**config.mk**
```make
export PLATFORM = sky130hd
export DESIGN_NAME = masked_share_decoder
export DESIGN_NICKNAME = d
export VERILOG_FILES = /design/src/rtl/masked_share_decoder_pkg.sv /design/src/rtl/masked_share_decoder_share_fifo.sv /design/src/rtl/masked_share_decoder.sv
export SDC_FILE = /design/constraint.sdc
export NUM_CORES = 1
export LEC_CHECK = 0
export CORE_MARGIN = 8
export CORE_UTILIZATION = 37
export DETAILED_ROUTE_END_ITERATION = 10
export GPL_TIMING_DRIVEN = 0
export HOLD_SLACK_MARGIN = 0.15
export SLEW_MARGIN = 20
export SYNTH_ARGS = -nofsm -noshare
export SYNTH_HDL_FRONTEND = slang
export SYNTH_SLANG_ARGS = --single-unit
```
**constraint.sdc**
```tcl
create_clock -name clk -period 3.5 [get_ports clk]
set_input_delay 0.7 -clock clk [delete_from_list [all_inputs] [get_ports clk]]
set_output_delay 0.7 -clock clk [all_outputs]
set_load 0.005 [all_outputs]
```
**src/rtl/masked_share_decoder_pkg.sv**
```systemverilog
// Shared types and constants for the masked share decoder.
// Holds the FSM encoding, the word counter width and its saturating increment.
package masked_share_decoder_pkg;

  typedef enum logic [1:0] {
    ST_IDLE = 2'd0,
    ST_HOLD = 2'd1,
    ST_CLR  = 2'd2
  } dec_state_e;

  localparam int unsigned WORD_COUNT_W = 16;

  function automatic logic [WORD_COUNT_W-1:0] sat_inc(input logic [WORD_COUNT_W-1:0] v);
    return (&v) ? v : v + 1'b1;
  endfunction

endpackage

```
**src/rtl/masked_share_decoder_share_fifo.sv**
```systemverilog
// Result FIFO for decoded words: power-of-two depth, wrapping pointers.
// Pops on an empty FIFO are ignored; pushes on a full FIFO are ignored unless a pop frees a slot.
module share_fifo #(
  parameter int unsigned WIDTH = 8,
  parameter int unsigned DEPTH = 2
) (
  input  logic                       clk,
  input  logic                       rst_n,
  input  logic                       push,
  input  logic [WIDTH-1:0]           push_data,
  input  logic                       pop,
  output logic [WIDTH-1:0]           head_data,
  output logic [$clog2(DEPTH):0]     occupancy
);

  localparam int unsigned PTR_W = $clog2(DEPTH);
  localparam int unsigned CNT_W = PTR_W + 1;

  logic [WIDTH-1:0] mem [DEPTH];
  logic [PTR_W-1:0] wr_ptr_q;
  logic [PTR_W-1:0] rd_ptr_q;
  logic [CNT_W-1:0] occ_q;
  logic             do_push;
  logic             do_pop;

  assign do_pop    = pop && (occ_q != '0);
  assign do_push   = push && ((occ_q != CNT_W'(DEPTH)) || do_pop);
  assign head_data = mem[rd_ptr_q];
  assign occupancy = occ_q;

  always_ff @(posedge clk or negedge rst_n) begin
    if (!rst_n) begin
      for (int i = 0; i < int'(DEPTH); i++) mem[i] <= '0;
      wr_ptr_q <= '0;
      rd_ptr_q <= '0;
      occ_q    <= '0;
    end else begin
      if (do_push) begin
        mem[wr_ptr_q] <= push_data;
        wr_ptr_q      <= wr_ptr_q + 1'b1;
      end
      if (do_pop) rd_ptr_q <= rd_ptr_q + 1'b1;
      case ({do_push, do_pop})
        2'b10:   occ_q <= occ_q + 1'b1;
        2'b01:   occ_q <= occ_q - 1'b1;
        default: occ_q <= occ_q;
      endcase
    end
  end

endmodule

```
**src/rtl/masked_share_decoder.sv**
```systemverilog
// Unmasks two-share words: shares are registered separately, XORed only from registers,
// and the result is queued in share_fifo. Share registers are scrubbed after every word.
//
// state   | meaning
// IDLE    | share registers zero, waiting for a share pair (if FIFO has room)
// HOLD    | shares held; XOR pushed into FIFO on the edge leaving this state
// CLR     | share registers zeroed on the edge leaving this state
module masked_share_decoder
  import masked_share_decoder_pkg::*;
#(
  parameter int unsigned WIDTH = 8,
  parameter int unsigned DEPTH = 2
) (
  input  logic                    clk,
  input  logic                    rst_n,
  input  logic                    in_valid,
  output logic                    in_ready,
  input  logic [WIDTH-1:0]        in_share0,
  input  logic [WIDTH-1:0]        in_share1,
  output logic                    out_valid,
  input  logic                    out_ready,
  output logic [WIDTH-1:0]        out_data,
  output logic [WORD_COUNT_W-1:0] word_count
);

  localparam int unsigned CNT_W = $clog2(DEPTH) + 1;

  dec_state_e              state_q;
  dec_state_e              state_d;
  logic [WIDTH-1:0]        share0_q;
  logic [WIDTH-1:0]        share1_q;
  logic [CNT_W-1:0]        occupancy;
  logic                    in_xfer;
  logic                    push;
  logic [WORD_COUNT_W-1:0] word_count_q;
  logic [WORD_COUNT_W-1:0] word_count_d;

  // in_ready depends on registered state only, so out_ready never reaches it
  assign in_ready   = (state_q == ST_IDLE) && (occupancy != CNT_W'(DEPTH));
  assign in_xfer    = in_valid && in_ready;
  assign push       = (state_q == ST_HOLD);
  assign out_valid  = (occupancy != '0);
  assign word_count = word_count_q;

  always_comb begin
    state_d = state_q;
    case (state_q)
      ST_IDLE: if (in_xfer) state_d = ST_HOLD;
      ST_HOLD: state_d = ST_CLR;
      ST_CLR:  state_d = ST_IDLE;
      default: state_d = ST_IDLE;
    endcase
  end

  always_comb begin
    word_count_d = word_count_q;
    if (push) word_count_d = sat_inc(word_count_q);
  end

  always_ff @(posedge clk or negedge rst_n) begin
    if (!rst_n) begin
      state_q      <= ST_IDLE;
      share0_q     <= '0;
      share1_q     <= '0;
      word_count_q <= '0;
    end else begin
      state_q      <= state_d;
      word_count_q <= word_count_d;
      if (in_xfer) begin
        share0_q <= in_share0;
        share1_q <= in_share1;
      end else if (state_q == ST_CLR) begin
        share0_q <= '0;
        share1_q <= '0;
      end
    end
  end

  share_fifo #(
    .WIDTH (WIDTH),
    .DEPTH (DEPTH)
  ) u_fifo (
    .clk       (clk),
    .rst_n     (rst_n),
    .push      (push),
    .push_data (share0_q ^ share1_q),
    .pop       (out_ready),
    .head_data (out_data),
    .occupancy (occupancy)
  );

endmodule

```
==> implementation parameters, run 1 <==
Parameter                              Value

Logic synthesis
  Synth Flop Type    sky130_fd_sc_hd__dfrtp_1
  Area share of xor/xnor cells in the synthesized design    9.82%
  Combined area of all synthesized cells    2410 um^2
  Post-synthesis average cell area    13.4 um^2
  Synth top cells by count    sky130_fd_sc_hd__dfrtp_1, sky130_fd_sc_hd__mux2_2, sky130_fd_sc_hd__xor2_1, sky130_fd_sc_hd__a22o_1, sky130_fd_sc_hd__nand2_1
  Number of synthesized flops with an enable pin    0
  Dominant combinational cell family by area after synthesis    simple AND/OR/NAND/NOR gates
  Most frequently used cell type in the post-synthesis netlist    sky130_fd_sc_hd__dfrtp_1
  Leading post-synthesis cells by cell area    sky130_fd_sc_hd__dfrtp_1, sky130_fd_sc_hd__mux2_2, sky130_fd_sc_hd__xor2_1
  Cell taking the most area after synthesis    sky130_fd_sc_hd__dfrtp_1
  Proportion of synthesized area in mux cells    12.2%
  Share of synthesized cell area in and, or, nand and nor gates    12.6%
  Synthesized net count    202
  Area share of the leading cell type in the synthesized netlist    56.1%
  Async set or reset register ratio after synthesis    100%
  Cells after synthesis    180
  Count of state elements after synthesis    54
  Compound-Gate Fraction of Synth Area    7.43%
  Adder-cell area share of the yosys netlist    1.04%
  Sequential share of the synthesized area    56.1%
  Netlist cell types    34
  Number of warning messages in the yosys log    0

Global route
  Global-route wire length before repair    8420 um
  Number of global-route vias before repair    1615
  Global route total overflow    0
  Largest net degree at the start of global routing    55
  Tot GR Track Use    10.8%
  Number of antenna violations at the first check in global routing    0

Routing
  Via total after detailed routing    1560
  Wire length after detailed routing    4880 um
  Routed WL per cell    15.8 um
  Post-DRT Antenna Nets    0
  DR iter-0 viols    46
  Avg Vias per Cell    5.05
  Number of iterations in the first detailed-routing pass    4
  Remaining design rule violation count    0

Clock network
  CTS Root Cell    sky130_fd_sc_hd__clkbuf_8
  Total setup buffers inserted after CTS    0
  Number of sinks driven by the clock tree    54
  TritonCTS Buffers    5
  Post-CTS sizing    0
  TritonCTS clock tree    built
  Clk buf depth    2
  CTS HTree Levels    2
  Insertion delay to the later sink of the worst-skew pair    0.30 ns
  Number of hold-repair buffers added at the cts stage    0
  Clock-pin slew of the registers on the worst-case setup and hold paths    0.09 ns

STA
  Final hold violation count    0
  Total Neg Setup Slack    0 ns
  WHS    0.432 ns
  Transition at the pin with the smallest max-transition slack    0.681 ns
  Setup repair after global routing missed its margin    no
  Final setup violating endpoints    0
  Headroom to the max-slew limit    54.6%
  Final critical-path share of the clock period    74.2%
  Achievable frequency    385 MHz
  Final worst path period need    2.60 ns
  Worst clock skew on the final layout    0.00834 ns
  Number of slew-limit violations in the final report    0

Floorplan
  Number of I/O pins    46
  Placeable Area    6310 um^2
  Initial core utilization    38.1%
  DIE HEIGHT    96.7 um
  Area enclosed by the die boundary    9350 um^2
  Die Wd    96.7 um
  Cell Rows    29

Outcome
  Outcome    finished, final reports clean

Finish
  Area growth, synth to finish    27.3%
  Proportion of layout cells with a drive suffix above 1    21.1%
  Antenna diodes    0
  Net count reported at finish    254

Power
  Max VDD drop    0.345 mV
  LEAKAGE    1.37 nW
  Ratio of total power to cell area    814 nW/um^2

Placed design
  HPWL Detailed    3490 um
  Global placer's final weighted congestion    0.734
  Port buffer count    45

Critical path
  Critical path type    reg2out
  Family with the most delay on the worst path    buffers and inverters
  Startpoint Class    flip-flop
  Slowest cell on the critical path    sky130_fd_sc_hd__clkdlybuf4s50_1
  Maximum net fanout on the critical path    9
  Arrival time of the worst setup path    1.90 ns
  Maximum single-stage delay on the critical path    0.45 ns
  Req. time, crit path    2.80 ns
  Sequence of cells on the critical path    clkbuf_1 -> mux2_2 -> clkdlybuf4s50_1
  CP Capture Type    output port
  Worst path buffer plus inverter count    2

Job
  Max Cap Viol    0

Hold path
  Hold Crit Class    in2async
==> cells in the final DEF (no fill, tap or decap), types with 2 or more instances in the layout <==
cell and instances:
sky130_fd_sc_hd__buf_2 2, sky130_fd_sc_hd__nor3_1 6, sky130_fd_sc_hd__nor2_2 2, sky130_fd_sc_hd__nand4_1 4, sky130_fd_sc_hd__nor2_1 4, sky130_fd_sc_hd__xor2_1 21
sky130_fd_sc_hd__mux2_2 26, sky130_fd_sc_hd__a22o_1 16, sky130_fd_sc_hd__clkbuf_8 6, sky130_fd_sc_hd__xnor2_1 6, sky130_fd_sc_hd__ha_1 2, sky130_fd_sc_hd__nand3_1 6
sky130_fd_sc_hd__nand2_1 8, sky130_fd_sc_hd__clkdlybuf4s50_1 44, sky130_fd_sc_hd__nor4_1 2, sky130_fd_sc_hd__dfrtp_1 54, sky130_fd_sc_hd__or2_2 2
==> report_power, final <==
| group | switching (mW) | internal (mW) |
|---|---|---|
| clock network | 0.196 | 0.229 |
| logic | 0.426 | 0.604 |
| registers | 0.179 | 0.862 |
==> path summary, 6_finish.rpt <==
check	start	endpoint	slack, ns	depth (start not counted)
min	rst_n	share1_q[7]	0.43	1
max reg2reg	word_count[0]	word_count[1]	1.61	5
max	u_fifo.rd_ptr_q	out_data[0]	0.90	3
min reg2reg	u_fifo.mem[3]	u_fifo.mem[3]	0.51	1
max in group asynchronous	rst_n	word_count[9]	2.62	1
min in group clk	u_fifo.mem[3]	u_fifo.mem[3]	0.51	1
==> worst register-to-register path: cells and delay by family (launching register included) <==
family | cells | cell delay, ns
and+or+nand+nor | 3 | 0.90
adders and majority gates | 1 | 0.20
DFF | 1 | 0.41
muxes | 1 | 0.28
==> through the flow <==
step	cells	total power, mW	utilization (%)	area (um^2)	worst slack [ns]
2_1_floorplan	180	1.67	-	2410	1.78
3_3_place_gp	302	2.09	46.8	2960	0.00881
3_5_place_dp	302	2.11	46.8	2950	1.08
4_1_cts	309	2.54	48.6	3070	0.841
5_1_grt	309	2.69	48.6	3070	0.817
6_report	309	2.50	48.6	3070	0.903
==> kinds of logic (layout without fill, tap and decap cells) <==
family          Yosys count  after routing
flops                    54             54
simple gates             46             46
xor+xnor                 27             27
mux                      26             26
compound gates           20             20
buf+inv                   5             57
fa+ha+maj                 2              2
==> layout make-up <==
class,instances,area [um^2]
well taps,77,96.3
repair buffers,45,448
multi-input cells,121,1040
inverters,2,7.51
flip-flops and latches,54,1350
plain buffers,3,13.8
fillers,620,3250
clock buffers,6,82.6
clock inverters,1,30.0
==> metal layers <==
| metal | GRT usage, % | part of all wire, % |
|---|---|---|
| met1 | 15.1 | 51 |
| met5 | 0 | 0 |
| met3 | 2.42 | 3.5 |
| met4 | 5.44 | 2.4 |
| met2 | 14.9 | 43 |
==> registers in the layout, indices dropped and copies added (netlist names) <==
register / cells
share0_q: 8
u_fifo.mem: 16
u_fifo.occupancy: 2
share1_q: 8
u_fifo.wr_ptr_q: 1
u_fifo.rd_ptr_q: 1
state_q: 2
word_count: 16
Note: power is estimated with default switching activity, not from simulation.
==> run 2, diff against run 1 <==
==> constraint.sdc (replaced) <==
create_clock -name clk -period 2.18 [get_ports clk]
set_input_delay 0.436 -clock clk [delete_from_list [all_inputs] [get_ports clk]]
set_output_delay 0.436 -clock clk [all_outputs]
set_load 0.005 [all_outputs]
==> run 2 against run 1 <==
- final cell count decreased by 0.32%
- final area hardly changed
- clock skew is 0.00050 ns lower
- sequential cell count stayed put
==> implementation parameters, run 2 (synthesis gave the netlist of run 1 again) <==
Parameter                              Value

Hold path
  Hold Crit Class    in2async

Floorplan
  Cell Rows    29 (unchanged)
  Placeable Area    6310 um^2 (unchanged)
  Number of I/O pins    46 (unchanged)
  Die Wd    96.7 um (unchanged)
  DIE HEIGHT    96.7 um (unchanged)
  Initial core utilization    38.1% (unchanged)
  Area enclosed by the die boundary    9350 um^2 (unchanged)

STA
  Final critical-path share of the clock period    94.4%
  WHS    0.170 ns (-0.262 ns)
  Achievable frequency    486 MHz
  Total Neg Setup Slack    0 ns (unchanged)
  Final worst path period need    2.06 ns
  Final setup violating endpoints    0 (unchanged)
  Transition at the pin with the smallest max-transition slack    0.685 ns (+0.00396 ns)
  Headroom to the max-slew limit    54.3% (-0.26 points)
  Final worst slack    0.123 ns (-0.780 ns)
  Setup repair after global routing missed its margin    no
  Number of slew-limit violations in the final report    0 (unchanged)
  Worst clock skew on the final layout    0.00784 ns (-0.000501 ns)
  Final hold violation count    0 (unchanged)

Finish
  Fillcell total    621 (+0.16%)
  Area growth, synth to finish    27.2% (about the same)
  Non-filler cells, final    308 (-0.32%)
  Antenna diodes    0 (unchanged)
  Commonest non-fill, non-tap cells in the layout    sky130_fd_sc_hd__dfrtp_1, sky130_fd_sc_hd__clkdlybuf4s50_1, sky130_fd_sc_hd__mux2_2
  Most common library cell in the layout ignoring fill and taps    sky130_fd_sc_hd__dfrtp_1
  Post-route cell area    3060 um^2 (about the same)
  Proportion of layout cells with a drive suffix above 1    21.6% (+0.52 points)
  Net count reported at finish    253 (-0.39%)
  Core utilization of the finished layout    48.5% (about the same)

Placed design
  Pre-CTS setup slack    0.0242 ns (-1.06 ns)
  HPWL Detailed    3490 um (unchanged)
  Port buffer count    45 (unchanged)
  Post-placement cell count    302 (unchanged)
  Area of placed instances    2950 um^2 (unchanged)
  Global placer's final weighted congestion    0.734 (unchanged)

Routing
  DR iter-0 viols    40 (-13%)
  Number of iterations in the first detailed-routing pass    3 (-1)
  Avg Vias per Cell    5.05 (about the same)
  Post-DRT Antenna Nets    0 (unchanged)
  Wire length after detailed routing    4900 um (+0.31%)
  Via total after detailed routing    1555 (-0.32%)
  Remaining design rule violation count    0 (unchanged)
  Routed WL per cell    15.9 um (+0.63%)

Power
  Pwr Total    4.01 mW (+61%)
  LEAKAGE    1.37 nW (-0.16%)
  Max VDD drop    0.555 mV (+61%)
  Ratio of total power to cell area    1310 nW/um^2 (+61%)

Clock network
  Number of sinks driven by the clock tree    54 (unchanged)
  TritonCTS Buffers    5 (unchanged)
  Post-CTS sizing    1 (+1)
  Number of hold-repair buffers added at the cts stage    0 (unchanged)
  Clock-pin slew of the registers on the worst-case setup and hold paths    0.09 ns (about the same)
  CTS Root Cell    sky130_fd_sc_hd__clkbuf_8
  Insertion delay to the later sink of the worst-skew pair    0.30 ns (about the same)
  CTS HTree Levels    2 (unchanged)
  Clk buf depth    2 (unchanged)
  TritonCTS clock tree    built
  Total setup buffers inserted after CTS    0 (unchanged)

Global route
  Tot GR Track Use    10.8% (unchanged)
  Number of global-route vias before repair    1613 (-0.12%)
  Global route total overflow    0 (unchanged)
  Global-route wire length before repair    8420 um (unchanged)
  Largest net degree at the start of global routing    55 (unchanged)
  Number of antenna violations at the first check in global routing    0 (unchanged)

Critical path
  Maximum net fanout on the critical path    9 (unchanged)
  Arrival time of the worst setup path    1.62 ns (-0.28 ns)
  CP Capture Type    output port
  Req. time, crit path    1.74 ns (-1.06 ns)
  Crit. Startpoint    u_fifo.rd_ptr_q
  Startpoint Class    flip-flop
  Critical path type    reg2out
  Critical register-to-register path startpoint    word_count[0]

Job
  Max Cap Viol    0 (unchanged)

Outcome
  Outcome    finished, final reports clean
run 2: report_power, final:
group / total, mW / internal, mW / switching (mW)
registers: 1.71 / 1.39 / 0.321
clock network: 0.682 / 0.368 / 0.314
logic: 1.62 / 0.966 / 0.651
run 2: routing by layer:
| metal | global-route usage, % | wire length [um] | up-vias |
|---|---|---|---|
| met5 | 0 | 0 | - |
| li1 | - | - | 752 |
| met2 | 14.9 | 2100 | 24 |
| met3 | 2.42 | 171 | 10 |
| met4 | 5.44 | 119 | 0 |
| met1 | 15.1 | 2510 | 769 |
run 2: area by class of cell:
type                            instances  area, um^2  share of cell area (%)
Inverter                                2        7.51                   0.245
Sequential cell                        54        1350                    44.2
Timing Repair Buffer                   45         448                    14.6
Buffer                                  2        10.0                   0.327
Tap cell                               77        96.3                    3.15
Multi-Input combinational cell        121        1040                    33.8
Clock inverter                          1        30.0                   0.980
Clock buffer                            6        82.6                    2.70
run 2: worst paths after layout:
path | to | slack, ns | cells past startpoint
worst max-delay path | out_data[0] | 0.12 | 2
worst min-delay path | share1_q[7] | 0.17 | 1
worst max register to register | word_count[1] | 0.28 | 5
worst min register to register | u_fifo.mem[3] | 0.51 | 1
max in group asynchronous | u_fifo.rd_ptr_q | 1.51 | 1
min in group clk | u_fifo.mem[3] | 0.51 | 1
run 2: critical path: stages, from the launching register on:
cell                              delay (ns)
sky130_fd_sc_hd__dfrtp_2                0.50
sky130_fd_sc_hd__mux2_2                 0.37
sky130_fd_sc_hd__clkdlybuf4s50_1        0.45
